[src/rtl/lower_memory_arbiter.sv]
// Round-robin arbiter sharing one hold-until-RDY lower-memory port among
// NUM_PORTS domain-controller lower-side requesters, one access at a time.
module lower_memory_arbiter #(
    parameter int NUM_PORTS  = 2,
    parameter int ADDR_WIDTH = 32,
    parameter int DATA_WIDTH = 32,
    parameter int MASK_WIDTH = 4
) (
    input  logic                             CLK,
    input  logic                             RST,
    input  logic [NUM_PORTS*ADDR_WIDTH-1:0]  REQ_ADDR,
    input  logic [NUM_PORTS-1:0]             REQ_RE,
    input  logic [NUM_PORTS-1:0]             REQ_WE,
    input  logic [NUM_PORTS*DATA_WIDTH-1:0]  REQ_D,
    input  logic [NUM_PORTS*MASK_WIDTH-1:0]  REQ_MASK,
    output logic [NUM_PORTS*DATA_WIDTH-1:0]  REQ_Q,
    output logic [NUM_PORTS-1:0]             REQ_RDY,
    output logic [NUM_PORTS-1:0]             REQ_INIT_DONE,
    output logic [ADDR_WIDTH-1:0]            MEM_ADDR,
    output logic                             MEM_RE,
    output logic                             MEM_WE,
    output logic [DATA_WIDTH-1:0]            MEM_D,
    output logic [MASK_WIDTH-1:0]            MEM_MASK,
    input  logic [DATA_WIDTH-1:0]            MEM_Q,
    input  logic                             MEM_RDY,
    input  logic                             MEM_INIT_DONE,
    output logic                             BUSY
);

    localparam int PW = (NUM_PORTS > 1) ? $clog2(NUM_PORTS) : 1;

    typedef enum logic [1:0] {
        IDLE  = 2'd0,
        ISSUE = 2'd1,
        RESP  = 2'd2
    } state_t;

    state_t                          state_q, state_d;
    logic [PW-1:0]                   last_q, last_d;
    logic [PW-1:0]                   grant_q, grant_d;
    logic [ADDR_WIDTH-1:0]           addr_q, addr_d;
    logic [DATA_WIDTH-1:0]           data_q, data_d;
    logic [MASK_WIDTH-1:0]           mask_q, mask_d;
    logic                            re_q, re_d;
    logic                            we_q, we_d;
    logic [NUM_PORTS*DATA_WIDTH-1:0] q_q, q_d;
    logic [NUM_PORTS-1:0]            rdy_q, rdy_d;
    logic                            busy_q, busy_d;

    logic [NUM_PORTS-1:0]            pending_s;
    logic [PW-1:0]                   winner_s;

    // First pending port scanning upward from last+1 with wrap; the port
    // just served is therefore examined last.
    function automatic logic [PW-1:0] pick_winner(
        input logic [NUM_PORTS-1:0] pend,
        input logic [PW-1:0]        last
    );
        logic [PW-1:0] win;
        logic [PW-1:0] idx_v;
        logic          found;
        int            idx;
        win   = last;
        found = 1'b0;
        for (int off = 1; off <= NUM_PORTS; off++) begin
            idx   = (int'(last) + off) % NUM_PORTS;
            idx_v = PW'(idx);
            if (!found && pend[idx_v]) begin
                win   = idx_v;
                found = 1'b1;
            end else begin
                found = found;
            end
        end
        return win;
    endfunction

    assign pending_s     = REQ_RE | REQ_WE;
    assign winner_s      = pick_winner(pending_s, last_q);
    assign REQ_INIT_DONE = {NUM_PORTS{MEM_INIT_DONE}};

    assign MEM_ADDR = addr_q;
    assign MEM_D    = data_q;
    assign MEM_MASK = mask_q;
    assign MEM_RE   = re_q;
    assign MEM_WE   = we_q;
    assign REQ_Q    = q_q;
    assign REQ_RDY  = rdy_q;
    assign BUSY     = busy_q;

    // Next-state and datapath: latch the winner in IDLE, wait for MEM_RDY
    // in ISSUE, pulse the winner's REQ_RDY in RESP.
    always_comb begin
        state_d = state_q;
        last_d  = last_q;
        grant_d = grant_q;
        addr_d  = addr_q;
        data_d  = data_q;
        mask_d  = mask_q;
        re_d    = re_q;
        we_d    = we_q;
        q_d     = q_q;
        rdy_d   = '0;
        case (state_q)
            IDLE: begin
                if (MEM_INIT_DONE && (|pending_s)) begin
                    grant_d = winner_s;
                    re_d    = REQ_RE[winner_s];
                    we_d    = REQ_WE[winner_s];
                    for (int i = 0; i < NUM_PORTS; i++) begin
                        if (winner_s == PW'(i)) begin
                            addr_d = REQ_ADDR[i*ADDR_WIDTH +: ADDR_WIDTH];
                            data_d = REQ_D[i*DATA_WIDTH +: DATA_WIDTH];
                            mask_d = REQ_MASK[i*MASK_WIDTH +: MASK_WIDTH];
                        end else begin
                            addr_d = addr_d;
                        end
                    end
                    state_d = ISSUE;
                end else begin
                    state_d = IDLE;
                end
            end
            ISSUE: begin
                if (MEM_RDY) begin
                    for (int i = 0; i < NUM_PORTS; i++) begin
                        if (grant_q == PW'(i)) begin
                            rdy_d[i] = 1'b1;
                            if (re_q) begin
                                q_d[i*DATA_WIDTH +: DATA_WIDTH] = MEM_Q;
                            end else begin
                                q_d = q_d;
                            end
                        end else begin
                            rdy_d[i] = 1'b0;
                        end
                    end
                    re_d    = 1'b0;
                    we_d    = 1'b0;
                    state_d = RESP;
                end else begin
                    state_d = ISSUE;
                end
            end
            RESP: begin
                last_d  = grant_q;
                state_d = IDLE;
            end
            default: begin
                re_d    = 1'b0;
                we_d    = 1'b0;
                state_d = IDLE;
            end
        endcase
        busy_d = (state_d != IDLE);
    end

    // State and output registers; RST abandons any in-flight access.
    always_ff @(posedge CLK) begin
        if (RST) begin
            state_q <= IDLE;
            last_q  <= PW'(NUM_PORTS - 1);
            grant_q <= '0;
            addr_q  <= '0;
            data_q  <= '0;
            mask_q  <= '0;
            re_q    <= 1'b0;
            we_q    <= 1'b0;
            q_q     <= '0;
            rdy_q   <= '0;
            busy_q  <= 1'b0;
        end else begin
            state_q <= state_d;
            last_q  <= last_d;
            grant_q <= grant_d;
            addr_q  <= addr_d;
            data_q  <= data_d;
            mask_q  <= mask_d;
            re_q    <= re_d;
            we_q    <= we_d;
            q_q     <= q_d;
            rdy_q   <= rdy_d;
            busy_q  <= busy_d;
        end
    end

endmodule

[config.mk]
export PLATFORM = sky130hd
export DESIGN_NAME = lower_memory_arbiter
export DESIGN_NICKNAME = d
export VERILOG_FILES = /design/src/rtl/lower_memory_arbiter.sv
export SDC_FILE = /design/constraint.sdc
export NUM_CORES = 1
export LEC_CHECK = 0
export BUFFER_PORTS_ARGS = -buffer_cell sky130_fd_sc_hd__buf_2
export CORE_MARGIN = 8
export CORE_UTILIZATION = 24
export CTS_BUF_LIST = sky130_fd_sc_hd__clkbuf_8
export CTS_CLUSTER_SIZE = 20
export DETAILED_ROUTE_END_ITERATION = 8
export SLEW_MARGIN = 20
export SYNTH_ARGS = -nofsm -noshare
export SYNTH_HDL_FRONTEND = slang
export SYNTH_SLANG_ARGS = --single-unit
[constraint.sdc]
create_clock -name CLK -period 3 [get_ports CLK]
set_clock_uncertainty 0.05 [all_clocks]
set_input_delay 0.6 -clock CLK [delete_from_list [all_inputs] [get_ports CLK]]
set_output_delay 0.6 -clock CLK [all_outputs]
set_load 0.005 [all_outputs]
Word level (Yosys, flattened, before mapping)
Cells that the tools add are included.
{"block": "word_totals", "regBits": 141, "in_bits": 176, "output_inout_bits": 139, "wordCells": 62}
{"block": "classes", "add_sub_neg": 2, "order_cmp": 3, "n_eq_ne": 4, "muxes": 28, "n_bitwise": 4, "n_reduce_logical": 10}
{"operator": "$mux W32", "n": 5}
{"operator": "$mux W64", "n": 1}
{"operator": "$mux W1", "n": 17}
{"operator": "$lt A1 B2 Y1 const B", "n": 3}
{"operator": "$pmux W1 S3", "n": 2}
{"operator": "$mux W4", "n": 1}
{"operator": "$ne A2 B2 Y1 const B", "n": 2}
{"operator": "$pmux W2 S2", "n": 1}
{"operator": "$reduce_and A2 Y1", "n": 2}
{"operator": "$not A1 Y1", "n": 3}
{"operator": "$reduce_and A3 Y1", "n": 1}
{"operator": "$reduce_or A3 Y1", "n": 1}
{"operator": "$add A1 B1 Y1 const B", "n": 2}
{"operator": "$eq A2 B1 Y1 const B", "n": 1}
{"operator": "$eq A2 B2 Y1 const B", "n": 1}
{"operator": "$logic_and A1 B1 Y1", "n": 2}
{"operator": "$logic_not A2 Y1", "n": 1}
{"operator": "$mux W2", "n": 1}
{"operator": "$or A2 B2 Y2", "n": 1}
{"operator": "$reduce_bool A2 Y1", "n": 1}
{"operator": "$reduce_or A2 Y1", "n": 1}
{"operator": "$logic_not A1 Y1", "n": 1}

Logic depth before layout (Yosys ltp)
{"block": "depth", "word_depth": 11, "mapped_depth": 6}

Worst setup path before layout
No wires, ideal clock.
{"block": "synth_timing", "kind": "input to register", "startpoint": "input port REQ_RE[1]", "endpoint": "register addr_q[0] (netlist: MEM_ADDR[0])", "t_arrival_ns": 1.848, "t_required_ns": 2.861, "setup_slack_ns": 1.014, "path_stages": 6, "path_buffers": 3, "cell_sequence": "or4_1 buf_2 and2_1 buf_6 buf_6 a311oi_2"}
{"block": "synth_via", "elab_chain_cells": 8}
{"item": "start: declaration", "line": "12", "text": "input logic [NUM_PORTS-1:0] REQ_RE,"}
{"item": "$or A2 B2 Y2 *", "line": "78", "text": "assign pending_s = REQ_RE | REQ_WE;"}
{"item": "$mux W1 (not written as such) (2 in a row)", "line": "68", "text": "if (!found && pend[idx_v]) begin"}
{"item": "$mux W1", "line": "68"}
{"item": "$logic_not A1 Y1", "line": "68"}
{"item": "$logic_and A1 B1 Y1", "line": "68"}
{"item": "$mux W1", "line": "68"}
{"item": "$mux W32", "line": "111", "text": "if (winner_s == PW'(i)) begin"}
{"item": "end signal: assignment", "line": "176", "text": "addr_q <= addr_d;"}
{"item": "end: declaration", "line": "41", "text": "logic [ADDR_WIDTH-1:0] addr_q, addr_d;"}
Every way passes the cells marked *; elsewhere a longest branch is shown, timed or not. The select of a mux whose other input is x is not followed.
A chain may end at the register's enable or synchronous reset.

Worst setup path after layout
{"block": "layout_timing", "startpoint": "register last_q", "endpoint": "register data_q[14] (netlist: MEM_D[14])"}
{"block": "layout_via", "elab_chain_cells": 8}
{"item": "start: declaration", "line": "39", "text": "logic [PW-1:0] last_q, last_d;"}
{"item": "start signal: assignment", "line": "162", "text": "last_q <= PW'(NUM_PORTS - 1);"}
{"item": "start signal: assignment", "line": "174", "text": "last_q <= last_d;"}
{"item": "$add A1 B1 Y1", "line": "66", "text": "idx = (int'(last) + off) % NUM_PORTS;"}
{"item": "$mux W1 (not written as such) (2 in a row)", "line": "68"}
{"item": "$mux W1", "line": "68"}
{"item": "$logic_not A1 Y1", "line": "68"}
{"item": "$logic_and A1 B1 Y1", "line": "68"}
{"item": "$mux W1 *", "line": "68"}
{"item": "$mux W32 *", "line": "111"}
{"item": "end signal: assignment", "line": "177", "text": "data_q <= data_d;"}
{"item": "end: declaration", "line": "42", "text": "logic [DATA_WIDTH-1:0] data_q, data_d;"}
Marks and branches as above.

==> metrics list <==
- Status: complete, no violations
- The final hold violation count is 0.
- Clock transition at the register clock pins on the worst setup and hold paths after CTS: 0.11 ns
* Critical path launch point type: flop
* Post-Syn Instances: 739
- Final Setup Violations: 0
- The clock tree synthesis step divided the H-tree into 4 levels.
- STA puts the critical path data required time at 3.31 ns.
- The average instance in the mapped netlist occupies 8.799 um^2.
- Count of port buffers added during placement: 314
* Power Density: 495.9 nW/um^2
* Proportion of layout cells with a drive suffix above 1: 43.98%
* # nets final: 1,168
- Summing every instance area after synthesis gives 6502 um^2.
* Final setup slack of the worst path: 0.9344 ns
- Total of flip-flops plus latches after synthesis: 141
* Starting DRC count in detailed routing: 296
- Yosys printed 0 warnings.
* First-pass detailed-route iteration total: 4
- Count of clock tree sinks: 141
- The region available for standard cell placement spans 26,800 um^2.
- DR WL/cell: 18.83 um
- Slowest Stage Delay on Critical Path: 0.61 ns
- Number of clock buffers inserted by TritonCTS: 17
- At the later pin of the worst-skew pair, clock insertion delay measures 0.43 ns.
- Core utilization of the finished layout: 32.41%
* Transition time at the pin with the least slew margin: 1.054 ns
- The number of different library cells used by synthesis comes to 29.
- Setup repair after global routing left no endpoint under its margin.
* Power, Total: 0.004308 W
* Sequential fraction of the synthesis area: 43.41%
- X dimension of the die: 180.6 um
* Number of ports placed on the die boundary: 315
* Post-Place Setup Slack: 0.6501 ns
- The number of max-slew violations in the final report came to 0.
* Asr flop ratio synth: 0%
* Leakage power summed over all cells: 3.539 nW
- Gr usage total: 15.14%
- The final critical path takes up 68.85% of the cycle.
- CP arrival: 2.38 ns
- Entering global routing, the biggest net connects 85 pins.
* Die height: 180.6 um
- The clock passes through at most 2 buffers.
- The first global-routing pass estimated 40,640 um of wire.
* Antenna-violating nets left: 0
- IR analysis of the VDD net gives a maximum drop of 192.1 uV.
- Setup total negative slack on the finished layout was measured at 0 ns.
- Final weighted congestion in routability-driven placement: 0.8059
- Routed WL: 25,340 um
- The die covers 32,620 um^2.
- Detailed placement finished with a half-perimeter wire length of 17,690 um.
* Number of enable-type register cells in the synthesized netlist: 0
- Post-layout min period: 2.066 ns
* CP Capture Type: flop
- GRT Residual Overflow: 0
- After floorplanning, the core was divided into 60 placement rows.
- Clock tree root driver cell: sky130_fd_sc_hd__clkbuf_8
* Primary FF master, synth: sky130_fd_sc_hd__dfxtp_1
* Most frequent standard cell in the layout excluding fill and tap cells: sky130_fd_sc_hd__buf_2
* Max Cap Violations: 0
* Drc violations: 0
* Worst hold path class: input port to flop
- Buffers inserted to repair hold after CTS numbered 0.
- The top cell types in the final layout, fill and taps aside, are sky130_fd_sc_hd__buf_2, sky130_fd_sc_hd__dfxtp_1, sky130_fd_sc_hd__a21oi_1.
- Based on the critical path, the design can be clocked at up to 484.1 MHz.
- Number of antenna repair diodes: 0
* Via total after detailed routing: 6,883
* Max transition margin: 29.74%
- The layout has 2,854 filler cells.
- Walking the worst path, the cells encountered are nor3b_4 -> buf_12 -> o21ai_0 -> a311oi_2.
- Across the whole layout, storage elements account for 2824 um^2.
- Antenna violations before repair: 2
- Dividing the detail-routed via count by the number of cells gives 5.114.
- Buffers inserted during post-CTS setup optimization: 0
- CTS tree: done
- Total nets after synthesis: 915
- In this run, post-CTS repair resized a total of 0 instances.
- Worst Hold Margin: 0.3739 ns
* Via count of the first global-routing pass: 7,027
* Multi-input logic area: 3263 um^2
- Once the floorplan was initialized, standard cells occupied 24.26% of the core.
- The setup path with the least slack is of type flop to flop.
- Relative to the synthesized area, the layout overhead comes to 33.60%.
- The largest individual stage delay along the critical path comes from the cell sky130_fd_sc_hd__nor3b_4.
- Maximum fanout along the worst path: 54
==> flip-flops by register name (all words and copies together), names as in the netlist <==
| register | count |
|---|---|
| grant_q | 1 |
| REQ_Q | 64 |
| REQ_RDY | 2 |
| state_q | 2 |
| BUSY | 1 |
| MEM_WE | 1 |
| MEM_MASK | 4 |
| MEM_D | 32 |
| last_q | 1 |
| MEM_RE | 1 |
| MEM_ADDR | 32 |
==> through the flow <==
step,cells,instance area [um^2]
5_1_grt,1346,8687
3_5_place_dp,1314,8327
3_3_place_gp,1314,8327
2_1_floorplan,739,6502
4_1_cts,1346,8687
6_report,1346,8687
==> worst max-delay path: cells and delay by family, from the launching register on <==
| kind | cells | cell delay (ns) |
|---|---|---|
| AO/OA/AOI/OAI | 2 | 0.47 |
| AND/OR/NAND/NOR | 1 | 0.61 |
| flip-flops | 1 | 0.53 |
| buffers and inverters | 1 | 0.30 |
==> kinds of logic after synthesis <==
| group | Yosys count | share of synthesized area [%] |
|---|---|---|
| and+or+nand+nor | 155 | 12.49 |
| DFF | 141 | 43.41 |
| AOI/OAI and AO/OA | 344 | 37.27 |
| buffers and inverters | 99 | 6.831 |
==> per-layer routing <==
| layer | GRT usage (%) | vias up | wire length [um] |
|---|---|---|---|
| met5 | 0 | - | 8 |
| met4 | 3.704 | 2 | 352 |
| met3 | 6.593 | 24 | 2279 |
| met2 | 23.64 | 284 | 11600 |
| met1 | 18.86 | 3286 | 11100 |
| li1 | - | 3287 | - |
==> cell type report <==
class	count	share of cell area, %
multi-input cells	499	37.56
flip-flops and latches	141	32.51
repair buffers	331	20.78
well taps	341	4.911
clock buffers	17	2.693
clock inverters	15	1.455
inverters	2	0.08642
==> report_power, final <==
group,switching [W],internal [W],total (W),leakage (nW)
clock,0.000861,0.000599,0.00146,0.171
combinational,0.000467,0.000346,0.000814,2.22
sequential,0.0000608,0.00197,0.00203,1.15
==> cells in the mapped netlist (all sizes together), types with 2 or more instances <==
cell / number / share of area [%]
o32ai: 2 / 0.27
nand2b: 4 / 0.38
nor3b: 3 / 0.42
dfxtp: 141 / 43
o21ai: 133 / 10
nand3: 135 / 10
clkbuf: 78 / 4.5
nand2: 3 / 0.17
inv: 2 / 0.12
and2: 3 / 0.29
a21oi: 137 / 11
a311oi: 69 / 16
buf: 19 / 2.2
==> final timing paths <==
kind,cells after the start,start,end,slack (ns)
worst max-delay path,4,last_q,MEM_D[14],0.93
worst max register to register,4,last_q,MEM_D[14],0.93
worst min register to register,2,REQ_Q[43],REQ_Q[43],0.42
worst min-delay path,3,MEM_Q[3],REQ_Q[3],0.37
No activity file was read; power rests on OpenSTA's default activity.
